[src/rtl/alu_input_sequencer.sv]
// ALU demo front end: synchronised, debounced key FSM that loads
// operand A, operand B and opcode from switches and holds them for the ALU.
module alu_input_sequencer #(
  parameter int DEB_CYCLES = 500000
) (
  input  logic        CLK,
  input  logic        RST,
  input  logic [17:0] SW,
  input  logic [3:0]  KEY,
  output logic [31:0] portA,
  output logic [31:0] portB,
  output logic [3:0]  opcode,
  output logic        op_valid,
  output logic [3:0]  led_state
);

  localparam int CW = (DEB_CYCLES > 2) ? $clog2(DEB_CYCLES) : 1;
  localparam logic [CW-1:0] CMAX = CW'(DEB_CYCLES - 1);

  typedef enum logic [3:0] {
    LOAD_A  = 4'b0001,
    LOAD_B  = 4'b0010,
    LOAD_OP = 4'b0100,
    RUN     = 4'b1000
  } state_t;

  state_t state, state_nx;

  logic [16:0]   sw_s1, sw_s2;
  logic [2:0]    key_s1, key_s2;
  logic [2:0]    deb, press;
  logic [CW-1:0] cnt [3];

  logic [31:0] a_nx, b_nx;
  logic [3:0]  op_nx;
  logic        v_nx;
  logic        do_clr, do_ent, do_back;
  logic [31:0] sw_sext;
  logic        unused_bits;

  assign unused_bits = ^{SW[17], KEY[2]};

  // key index 0=enter, 1=back, 2=clear
  always_ff @(posedge CLK) begin
    if (RST) begin
      sw_s1  <= '0;
      sw_s2  <= '0;
      key_s1 <= '1;
      key_s2 <= '1;
    end else begin
      sw_s1  <= SW[16:0];
      sw_s2  <= sw_s1;
      key_s1 <= {KEY[3], KEY[1:0]};
      key_s2 <= key_s1;
    end
  end

  // press fires only on a 1->0 flip of the debounced level
  always_ff @(posedge CLK) begin
    if (RST) begin
      deb   <= '1;
      press <= '0;
      for (int i = 0; i < 3; i++) cnt[i] <= '0;
    end else begin
      for (int i = 0; i < 3; i++) begin
        press[i] <= 1'b0;
        if (key_s2[i] == deb[i]) begin
          cnt[i] <= '0;
        end else if (cnt[i] == CMAX) begin
          deb[i]   <= key_s2[i];
          cnt[i]   <= '0;
          press[i] <= deb[i];
        end else begin
          cnt[i] <= cnt[i] + CW'(1);
        end
      end
    end
  end

  assign do_clr  = press[2];
  assign do_ent  = press[0] & ~press[2];
  assign do_back = press[1] & ~press[0] & ~press[2];
  assign sw_sext = {{16{sw_s2[16]}}, sw_s2[15:0]};

  always_comb begin
    state_nx = state;
    a_nx     = portA;
    b_nx     = portB;
    op_nx    = opcode;
    v_nx     = op_valid;
    unique case (1'b1)
      do_clr: begin
        state_nx = LOAD_A;
        a_nx     = '0;
        b_nx     = '0;
        op_nx    = '0;
        v_nx     = 1'b0;
      end
      do_ent: begin
        unique case (state)
          LOAD_A: begin
            a_nx     = sw_sext;
            state_nx = LOAD_B;
          end
          LOAD_B: begin
            b_nx     = sw_sext;
            state_nx = LOAD_OP;
          end
          LOAD_OP: begin
            op_nx    = sw_s2[3:0];
            state_nx = RUN;
            v_nx     = 1'b1;
          end
          RUN: begin
            state_nx = LOAD_A;
            v_nx     = 1'b0;
          end
          default: state_nx = LOAD_A;
        endcase
      end
      do_back: begin
        unique case (state)
          LOAD_A:  state_nx = LOAD_A;
          LOAD_B:  state_nx = LOAD_A;
          LOAD_OP: state_nx = LOAD_B;
          RUN: begin
            state_nx = LOAD_OP;
            v_nx     = 1'b0;
          end
          default: state_nx = LOAD_A;
        endcase
      end
      default: ;
    endcase
  end

  always_ff @(posedge CLK) begin
    if (RST) begin
      state    <= LOAD_A;
      portA    <= '0;
      portB    <= '0;
      opcode   <= '0;
      op_valid <= 1'b0;
    end else begin
      state    <= state_nx;
      portA    <= a_nx;
      portB    <= b_nx;
      opcode   <= op_nx;
      op_valid <= v_nx;
    end
  end

  assign led_state = state;

endmodule

[config.mk]
export PLATFORM = sky130hd
export DESIGN_NAME = alu_input_sequencer
export DESIGN_NICKNAME = d
export VERILOG_FILES = /design/src/rtl/alu_input_sequencer.sv
export SDC_FILE = /design/constraint.sdc
export NUM_CORES = 1
export LEC_CHECK = 0
export ABC_AREA = 1
export BUFFER_PORTS_ARGS = -buffer_cell sky130_fd_sc_hd__buf_2
export CORE_MARGIN = 1.5
export CORE_UTILIZATION = 25
export CTS_CLUSTER_SIZE = 30
export DETAILED_ROUTE_END_ITERATION = 10
export PLACE_DENSITY_LB_ADDON = 0.08
export SKIP_CTS_REPAIR_TIMING = 1
export SYNTH_ARGS = -nofsm -noshare
export SYNTH_HDL_FRONTEND = slang
export SYNTH_SLANG_ARGS = --single-unit
[constraint.sdc]
create_clock -name CLK -period 2.7 [get_ports CLK]
set_input_delay 0.54 -clock CLK [delete_from_list [all_inputs] [get_ports CLK]]
set_output_delay 0.54 -clock CLK [all_outputs]
set_load 0.005 [all_outputs]
==> qor.csv, run 1 <==
stage,metric,value,unit
synthesis,Seq cells post-synth,146,
synthesis,"FFs w/ async S/R, synth",0,%
synthesis,yosys warns,0,
run,max-cap viol count,0,
finish,fillers,2918,
clock_tree,H-tree depth,4,
clock_tree,Max clock buf depth,2,
floorplanning,core area,27000,sq um
critical_path,WP buf/inv,3,
synthesis,Mapped Area,6850,sq um
clock_tree,CTS tree,done,
power_and_ir_drop,largest vdd supply drop,0.302,mV
drt,DRT iter0 DRCs,266,
timing,worst setup margin,0.780,ns
finish,# diodes,0,
synthesis,Post-synth EDFFs,57,
power_and_ir_drop,LEAKAGE,3.50,nW
finish,FF+latch area,3490,sq um
timing,final slew viol count,0,
floorplanning,initial core utilization,25.4,%
global_routing,initial antenna violation count,0,
global_routing,largest net degree at the start of global routing,49,
finish,area delta synth->final,20.5,%
timing,post-route clock period utilization,71.1,%
drt,final wirelength,15800,um
critical_path,"CP delay by family, top",simple AND/OR/NAND/NOR gates,
floorplanning,I/O Pins,97,
synthesis,Mean Syn Cell Area,8.09,sq um
synthesis,Mapped Cells,847,
timing,endpoints failing setup,0,
place,# port buffers,94,
timing,Slew @ Worst Pin,0.534,ns
global_routing,grt ovf,0,
timing,endpoints failing hold,0,
timing,Max Fclk,521,MHz
power_and_ir_drop,Tot Pwr,5.03,mW
critical_path,critical path type,flop to flop,
timing,Slew HR,64.4,%
critical_path,capturing element type of the critical path,flop,
synthesis,predominant post-synthesis flop cell,dfxtp_1,
drt,DRT Pass-1 Iters,4,
drt,DRC Markers,0,
global_routing,vias in the first global route,4911,
critical_path,CP Max Fanout,18,
floorplanning,Die W,169,um
power_and_ir_drop,Pwr Density,609,nW/um^2
critical_path,"Req. time, crit path",2.90,ns
outcome,run status,completed,
synthesis,distinct cell type count of the synthesized netlist,35,
global_routing,gr usage total,11.7,%
clock_tree,CTS buffer count,17,
clock_tree,"Reg clk slew, reported paths",0.07,ns
timing,setup_tns,0,ns
drt,post-route ant nets,0,
finish,Finished Layout Cells,1324,
floorplanning,Die Y,169,um
place,GP Congestion,0.764,
critical_path,worst path cell trace,ha_1 -> nand3_1 -> inv_1 -> nand3_1 -> nand2_2 -> inv_1 -> nand2_1 -> inv_1,
critical_path,slowest cell on the critical path,edfxtp_1,
place,placed insts,1292,
finish,Multi-input gate area,2840,sq um
clock_tree,root buf cell,clkbuf_16,
place,DP HPWL,11100,um
global_routing,first-pass GRT wire length,25900,um
timing,min Tclk post-route,1.92,ns
critical_path,cell repeated most along the worst path,inv_1,
timing,RSZ-0062 raised after global routing,no,
clock_tree,clock sinks,146,
finish,nets,997,
min_path,Worst Hold Class,input port to flop,
drt,via density per instance,3.96,
finish,fin util,30.6,%
finish,layout cell share with drive strength beyond 1,18.1,%
drt,WL/cell,11.9,um
critical_path,crit-path max cell delay,0.44,ns
drt,via count,5246,
timing,Final Skew,0.0187,ns
synthesis,post-synthesis sequential area ratio,51.0,%
floorplanning,Site Rows,60,
clock_tree,Worst-Skew Late Latency,0.44,ns
critical_path,Critical Path AT,2.12,ns
place,Place WS,0.718,ns
floorplanning,die footprint,28400,sq um
critical_path,Startpoint Class,flop,
-- cells in the mapped netlist (2+ instances only) --
cell type | count | area, sq um
nand3_1 | 63 | 315
nand2_4 | 2 | 22.5
nor2_1 | 155 | 582
nor3_1 | 4 | 20.0
nand2_2 | 5 | 31.3
o21ai_0 | 11 | 55.1
dfxtp_1 | 89 | 1780
buf_4 | 30 | 225
a21oi_2 | 10 | 87.6
a21oi_1 | 47 | 235
nand3_2 | 5 | 50.1
inv_1 | 96 | 360
nand2_1 | 180 | 676
nor2_2 | 6 | 37.5
buf_2 | 2 | 10.0
clkbuf_1 | 5 | 18.8
xnor2_1 | 9 | 78.8
ha_1 | 3 | 37.5
or2_2 | 9 | 56.3
nor2_4 | 4 | 45.0
xor2_1 | 18 | 158
edfxtp_1 | 57 | 1710
nand4_1 | 11 | 68.8
or2_0 | 2 | 12.5
buf_1 | 5 | 18.8
inv_2 | 6 | 22.5
buf_6 | 5 | 56.3
-- final timing paths --
path	start	to	slack [ns]	cells after the start
setup / recovery	cnt[2][0]$_SDFFCE_PN0P_	cnt[2][16]$_SDFFCE_PN0P_	0.78	8
hold reg to reg	sw_s1[5]$_SDFF_PP0_	sw_s2[5]$_SDFF_PP0_	0.39	2
hold / removal	KEY[1]	key_s1[1]$_SDFF_PP1_	0.29	2
setup reg to reg	cnt[2][0]$_SDFFCE_PN0P_	cnt[2][16]$_SDFFCE_PN0P_	0.78	8
-- routing by layer --
layer  GRT usage [%]  wire length [um]  vias up
met5               0                 0        -
met2            17.8              6870       63
met4            4.43               214        0
met3            3.11               603       17
li1                -                 -     2847
met1            15.7              8130     2319
-- cell type report --
| class | instances | area share, % |
|---|---|---|
| clock buffers | 17 | 5.15 |
| clock inverters | 15 | 2.44 |
| inverters | 103 | 4.70 |
| multi-input cells | 606 | 34.3 |
| flip-flops and latches | 146 | 42.3 |
| well taps | 341 | 5.17 |
| repair buffers | 96 | 5.91 |
-- logic make-up (layout without fill, tap and decap cells) --
logic type	after synthesis	in the layout	share of synthesized area, %
fa+ha+maj	3	3	0.548
buf+inv	151	231	10.7
other cells	1	57	0.0547
simple gates	449	449	28.6
flops	146	146	51.0
xor+xnor	27	27	3.45
compound gates	70	70	5.70
-- worst reg2reg max path: cells and delay by family, from the launching register on --
family	cells	cell delay, ns
adder cells (fa/ha/maj)	1	0.22
flip-flops	1	0.44
buffers and inverters	3	0.30
AND/OR/NAND/NOR	4	0.73
-- where the power goes --
part | switching, mW | leakage, nW | internal [mW]
clock | 1.19 | 0.303 | 1.28
sequential | 0.0543 | 1.31 | 2.35
combinational | 0.102 | 1.88 | 0.0553
-- registers in the layout, summed over array words and instances, names as in the netlist, 4 cells and up --
signal     flops
cnt           57
portA         17
portB         17
sw_s1         17
sw_s2         17
led_state      4
opcode         4
-- cells in the final DEF (no fill, tap or decap), drive strengths merged, types with 8 or more instances in the layout --
cell	count
nand2	187
xnor2	9
o21ai	12
inv	110
nor2	165
nand3	68
buf	96
xor2	18
nand4	13
or2	11
conb	57
a21oi	57
clkinv	8
clkbuf	17
edfxtp	57
dfxtp	89
-- metrics by stage --
step	area, sq um	hold WS [ns]
floorplan	7060	0.388
global placement	7630	0.390
detailed placement	7630	0.392
CTS	8260	0.269
global route	8260	0.287
finish	8260	0.294
Note: power is estimated with default switching activity, not from simulation.
==> run 2: changes to the inputs <==
--- a/config.mk
+++ b/config.mk
@@ -5,7 +5,7 @@
 export SDC_FILE = /design/constraint.sdc
 export NUM_CORES = 1
 export LEC_CHECK = 0
-export ABC_AREA = 1
+export ABC_AREA = 0
 export BUFFER_PORTS_ARGS = -buffer_cell sky130_fd_sc_hd__buf_2
 export CORE_MARGIN = 1.5
 export CORE_UTILIZATION = 25
==> constraint.sdc (replaced) <==
create_clock -name CLK -period 2 [get_ports CLK]
set_input_delay 0.4 -clock CLK [delete_from_list [all_inputs] [get_ports CLK]]
set_output_delay 0.4 -clock CLK [all_outputs]
set_load 0.005 [all_outputs]
==> qor.csv, run 2 <==
stage,metric,value,unit,change
floorplanning,Die Y,163,um,-3.0%
clock_tree,CTS tree,done,,
finish,fin util,32.2,%,+1.6 points
finish,# diodes,0,,unchanged
run,max-cap viol count,0,,unchanged
critical_path,RR Startpoint,cnt[2][9]$_SDFFCE_PN0P_,,
floorplanning,Die W,163,um,-3.0%
clock_tree,clock sinks,146,,unchanged
drt,DRC Markers,0,,unchanged
timing,worst setup margin,0.140,ns,-0.640 ns
finish,"commonest non-fill, non-tap cell in the layout",buf_2,,
min_path,hold path start,KEY[3],,
synthesis,Mapped Cells,647,,-24%
global_routing,grt ovf,0,,unchanged
drt,final wirelength,14700,um,-7.1%
clock_tree,Max clock buf depth,2,,unchanged
timing,final slew viol count,0,,unchanged
global_routing,vias in the first global route,4677,,-4.8%
synthesis,"FFs w/ async S/R, synth",0,%,unchanged
timing,endpoints failing hold,0,,unchanged
clock_tree,root buf cell,clkbuf_16,,
finish,Finished Cell Area,8140,sq um,-1.5%
critical_path,"CP delay by family, top",simple AND/OR/NAND/NOR gates,,
synthesis,top-count cell post-synth,dfxtp_1,,
finish,layout cell share with drive strength beyond 1,22.8,%,+4.7 points
place,GP Congestion,0.750,,-1.8%
place,# port buffers,94,,unchanged
timing,RSZ-0062 raised after global routing,no,,
floorplanning,initial core utilization,25.5,%,+0.053 points
drt,via density per instance,4.26,,+7.6%
global_routing,first-pass GRT wire length,24000,um,-7.4%
global_routing,initial antenna violation count,0,,unchanged
timing,setup_tns,0,ns,unchanged
finish,max reg flops,57,,unchanged
critical_path,capturing element type of the critical path,flop,,
critical_path,crit-path max cell delay,0.51,ns,+0.07 ns
synthesis,Seq cells post-synth,146,,unchanged
floorplanning,I/O Pins,97,,unchanged
min_path,Worst Hold Class,input port to flop,,
synthesis,distinct cell type count of the synthesized netlist,48,,+37%
power_and_ir_drop,LEAKAGE,3.17,nW,-9.4%
finish,area delta synth->final,26.5,%,
synthesis,Synth top area share,27.7,%,+1.7 points
drt,via count,4858,,-7.4%
critical_path,Critical Path Source,cnt[2][9]$_SDFFCE_PN0P_,,
synthesis,Post-synth EDFFs,57,,unchanged
drt,DRT iter0 DRCs,278,,+4.5%
critical_path,worst path cell trace,nand4_2 -> or3_1 -> or4_1 -> a21oi_1,,
synthesis,Mean Syn Cell Area,9.94,sq um,+23%
floorplanning,die footprint,26700,sq um,-6.0%
critical_path,Critical Path AT,2.13,ns,about the same
critical_path,Startpoint Class,flop,,
finish,most frequent cells in the layout,"buf_2 (94), dfxtp_1 (89), nand2_1 (60), nor2_1 (60)",,
place,Post-DP Area,7480,sq um,-2.0%
finish,nets,824,,-17%
synthesis,"area leader, netlist",dfxtp_1,,
power_and_ir_drop,Tot Pwr,6.71,mW,+33%
critical_path,"Req. time, crit path",2.27,ns,-0.63 ns
drt,DRT Pass-1 Iters,6,,+2
global_routing,largest net degree at the start of global routing,86,,+76%
place,DP HPWL,10300,um,-7.5%
synthesis,Post-synth top cells,"dfxtp_1 (89), nand2_1 (60), nor2_1 (60)",,
synthesis,predominant post-synthesis flop cell,dfxtp_1,,
power_and_ir_drop,Pwr Density,824,nW/um^2,+35%
clock_tree,CTS buffer count,17,,unchanged
floorplanning,Site Rows,58,,-3.3%
drt,WL/cell,12.9,um,+7.9%
timing,Max Fclk,538,MHz,+3.2%
clock_tree,Worst-Skew Late Latency,0.43,ns,about the same
clock_tree,"Reg clk slew, reported paths",0.07,ns,about the same
finish,Top reg by flops,cnt,,
critical_path,slowest cell on the critical path,or4_1,,
synthesis,Mapped Area,6430,sq um,-6.1%
timing,min Tclk post-route,1.86,ns,-0.0598 ns
synthesis,post-synthesis sequential area ratio,54.3,%,+3.3 points
timing,endpoints failing setup,0,,unchanged
finish,fillers,2674,,-8.4%
power_and_ir_drop,largest vdd supply drop,0.387,mV,+28%
global_routing,gr usage total,11.5,%,-0.16 points
critical_path,CP Max Fanout,8,,-10
place,Place WS,0.0457,ns,-0.672 ns
floorplanning,core area,25300,sq um,-6.3%
timing,Final Skew,0.0114,ns,-0.00733 ns
timing,post-route clock period utilization,93.0,%,+22 points
synthesis,"top cells by area, synth","dfxtp_1 (28%), edfxtp_1 (27%), nand3b_1 (4.0%)",,
critical_path,critical path type,flop to flop,,
drt,post-route ant nets,0,,unchanged
outcome,run status,completed,,
critical_path,WP buf/inv,0,,-3
clock_tree,H-tree depth,4,,unchanged
synthesis,yosys warns,0,,unchanged
[run 2: cell types whose count changed after synthesis, moves of 8 or more]
cell / change
a21oi_2: -10
and3_1: +8
clkbuf_1: +18
inv_1: -86
nand2_1: -120
nand3_1: -38
nand3b_1: +33
nor2_1: -95
nor2b_1: +40
or3_1: +8
xnor2_1: +10
[run 2: cells by family after synthesis]
logic type	after synthesis	share of synthesized area, %
AO/OA/AOI/OAI	77	6.81
other	1	0.0583
flip-flops	146	54.3
AND/OR/NAND/NOR	304	26.0
buffers and inverters	71	6.03
multiplexers	4	0.622
adder cells (fa/ha/maj)	3	0.583
XOR/XNOR	41	5.58
[run 2: final cells by class]
class                      instances  area (sq um)  share of cell area [%]
sequential                       146          3490                    42.9
multi-input combinational        486          2770                    34.0
timing repair buffer             135           816                    10.0
clock buffer                      17           425                    5.23
tap                              330           413                    5.07
clock inverter                    15           180                    2.21
inverter                          11          41.3                   0.507
[run 2: metal layers]
metal	track usage, %	part of all wire [%]
met4	3.63	0.86
met5	0	0
met1	16.0	51
met2	17.6	44
met3	2.74	3.6
[run 2: path summary, 6_finish.rpt]
kind / to / depth (start not counted) / slack (ns)
min: key_s1[2]$_SDFF_PP1_ / 2 / 0.17
min reg2reg: key_s2[2]$_SDFF_PP1_ / 1 / 0.41
max reg2reg: cnt[2][17]$_SDFFCE_PN0P_ / 4 / 0.14
max: cnt[2][17]$_SDFFCE_PN0P_ / 4 / 0.14
[run 2: power breakdown]
group,switching [mW],internal (mW)
Clock,1.45,1.80
Sequential,0.0701,3.17
Combinational,0.121,0.0988
[run 2: through the flow]
stage	hold WS [ns]	instances
floorplan	0.389	703
global placement	0.392	1101
detailed placement	0.402	1101
CTS	0.149	1133
global route	0.154	1140
finish	0.168	1140
==> run 3: changes to the inputs <==
--- a/config.mk
+++ b/config.mk
@@ -12,6 +12,7 @@
 export CTS_CLUSTER_SIZE = 30
 export DETAILED_ROUTE_END_ITERATION = 10
 export PLACE_DENSITY_LB_ADDON = 0.08
+export REMOVE_ABC_BUFFERS = 1
 export SKIP_CTS_REPAIR_TIMING = 1
 export SYNTH_ARGS = -nofsm -noshare
 export SYNTH_HDL_FRONTEND = slang
==> qor.csv, run 3 (synthesis gave the netlist of run 2 again) <==
stage,metric,value,unit,change
finish,area delta synth->final,25.0,%,
floorplanning,Die W,163,um,unchanged
global_routing,initial antenna violation count,0,,unchanged
finish,layout cell share with drive strength beyond 1,22.1,%,-0.77 points
floorplanning,die footprint,26700,sq um,unchanged
clock_tree,"Reg clk slew, reported paths",0.07,ns,about the same
critical_path,capturing element type of the critical path,flop,,
critical_path,critical path type,flop to flop,,
global_routing,grt ovf,0,,unchanged
finish,# diodes,0,,unchanged
finish,fin util,31.9,%,-0.37 points
clock_tree,Worst-Skew Late Latency,0.42,ns,about the same
finish,Finished Layout Cells,1132,,-0.70%
drt,via density per instance,4.26,,about the same
place,DP HPWL,9720,um,-5.6%
drt,final wirelength,14400,um,-2.1%
clock_tree,CTS tree,done,,
power_and_ir_drop,Pwr Density,808,nW/um^2,-1.9%
power_and_ir_drop,Tot Pwr,6.50,mW,-3.1%
drt,WL/cell,12.7,um,-1.5%
place,placed insts,1096,,-0.45%
place,Post-DP Area,7450,sq um,-0.38%
timing,post-route clock period utilization,94.1,%,+1.1 points
timing,RSZ-0062 raised after global routing,no,,
finish,nets,816,,-0.97%
outcome,run status,completed,,
place,Place WS,0.0416,ns,-0.00410 ns
global_routing,gr usage total,11.1,%,-0.41 points
floorplanning,Site Rows,58,,unchanged
floorplanning,core area,25300,sq um,unchanged
floorplanning,initial core utilization,25.5,%,unchanged
floorplanning,I/O Pins,97,,unchanged
min_path,Worst Hold Class,input port to flop,,
finish,Finished Cell Area,8040,sq um,-1.2%
clock_tree,H-tree depth,4,,unchanged
drt,via count,4822,,-0.74%
power_and_ir_drop,largest vdd supply drop,0.437,mV,+13%
clock_tree,clock sinks,146,,unchanged
clock_tree,Max clock buf depth,2,,unchanged
timing,min Tclk post-route,1.88,ns,+0.0222 ns
global_routing,vias in the first global route,4556,,-2.6%
critical_path,Critical Path AT,2.04,ns,-0.09 ns
timing,worst setup margin,0.118,ns,-0.0222 ns
floorplanning,Die Y,163,um,unchanged
drt,post-route ant nets,0,,unchanged
timing,final slew viol count,0,,unchanged
drt,DRT Pass-1 Iters,4,,-2
drt,DRC Markers,0,,unchanged
timing,endpoints failing hold,0,,unchanged
finish,max reg flops,57,,unchanged
place,# port buffers,94,,unchanged
critical_path,"Req. time, crit path",2.16,ns,-0.11 ns
finish,most frequent cells in the layout,"buf_2 (94), dfxtp_1 (89), nand2_1 (60), nor2_1 (60)",,
finish,"commonest non-fill, non-tap cell in the layout",buf_2,,
global_routing,first-pass GRT wire length,23200,um,-3.3%
global_routing,largest net degree at the start of global routing,86,,unchanged
clock_tree,root buf cell,clkbuf_16,,
critical_path,Startpoint Class,flop,,
power_and_ir_drop,LEAKAGE,3.11,nW,-1.9%
finish,Top reg by flops,cnt,,
timing,Max Fclk,531,MHz,-1.2%
drt,DRT iter0 DRCs,267,,-4.0%
timing,endpoints failing setup,0,,unchanged
timing,Final Skew,0.0134,ns,+0.00206 ns
place,GP Congestion,0.735,,-2.0%
critical_path,CP Max Fanout,19,,+11
run,max-cap viol count,0,,unchanged
clock_tree,CTS buffer count,17,,unchanged
finish,fillers,2660,,-0.52%
run 3: cell types whose count changed in the layout (fill, tap and decap cells not counted), moves of 2 or more:
cell,delta
inv_4,+2
clkinv_8,-2
clkinvlp_4,+2
clkinv_4,-2
inv_6,+3
inv_8,-2
buf_4,-10
run 3: per-layer routing:
layer / routed length [um] / vias to the layer above / track usage (%)
met5: 0 / - / 0
met2: 6660 / 65 / 17.4
met4: 107 / 0 / 3.46
met1: 7150 / 2286 / 14.9
met3: 458 / 8 / 2.89
li1: - / 2463 / -
run 3: area by class of cell:
type / count / area (sq um) / area share [%]
inverter: 11 / 41.3 / 0.513
multi-input combinational: 486 / 2770 / 34.4
sequential: 146 / 3490 / 43.4
tap: 330 / 413 / 5.13
timing repair buffer: 127 / 772 / 9.60
clock inverter: 15 / 131 / 1.63
clock buffer: 17 / 425 / 5.29
run 3: worst max-delay path, cell delays in order (launching register included):
cell      delay (ns)
edfxtp_1        0.48
nor4b_1         0.33
nand4_1         0.29
o211ai_2        0.28
buf_12          0.18
a21oi_1         0.05
run 3: path summary, 6_finish.rpt:
check	startpoint	end	slack, ns	depth (start not counted)
setup / recovery	cnt[0][14]$_SDFFCE_PN0P_	cnt[0][17]$_SDFFCE_PN0P_	0.12	5
hold reg to reg	key_s1[0]$_SDFF_PP1_	key_s2[0]$_SDFF_PP1_	0.41	1
setup reg to reg	cnt[0][14]$_SDFFCE_PN0P_	cnt[0][17]$_SDFFCE_PN0P_	0.12	5
hold / removal	KEY[1]	key_s1[1]$_SDFF_PP1_	0.17	2
run 3: metrics by stage:
step / hold slack [ns] / setup TNS (ns)
after global routing: 0.160 / 0
after detailed placement: 0.394 / 0
final: 0.172 / 0
after floorplan: 0.389 / -0.499
after global placement: 0.394 / 0
after CTS: 0.153 / 0
run 3: power breakdown:
| part | switching [mW] | total (mW) | internal [mW] |
|---|---|---|---|
| clock | 1.41 | 3.05 | 1.65 |
| combinational | 0.116 | 0.211 | 0.0949 |
| sequential | 0.0658 | 3.24 | 3.17 |
| total | 1.59 | 6.50 | 4.92 |
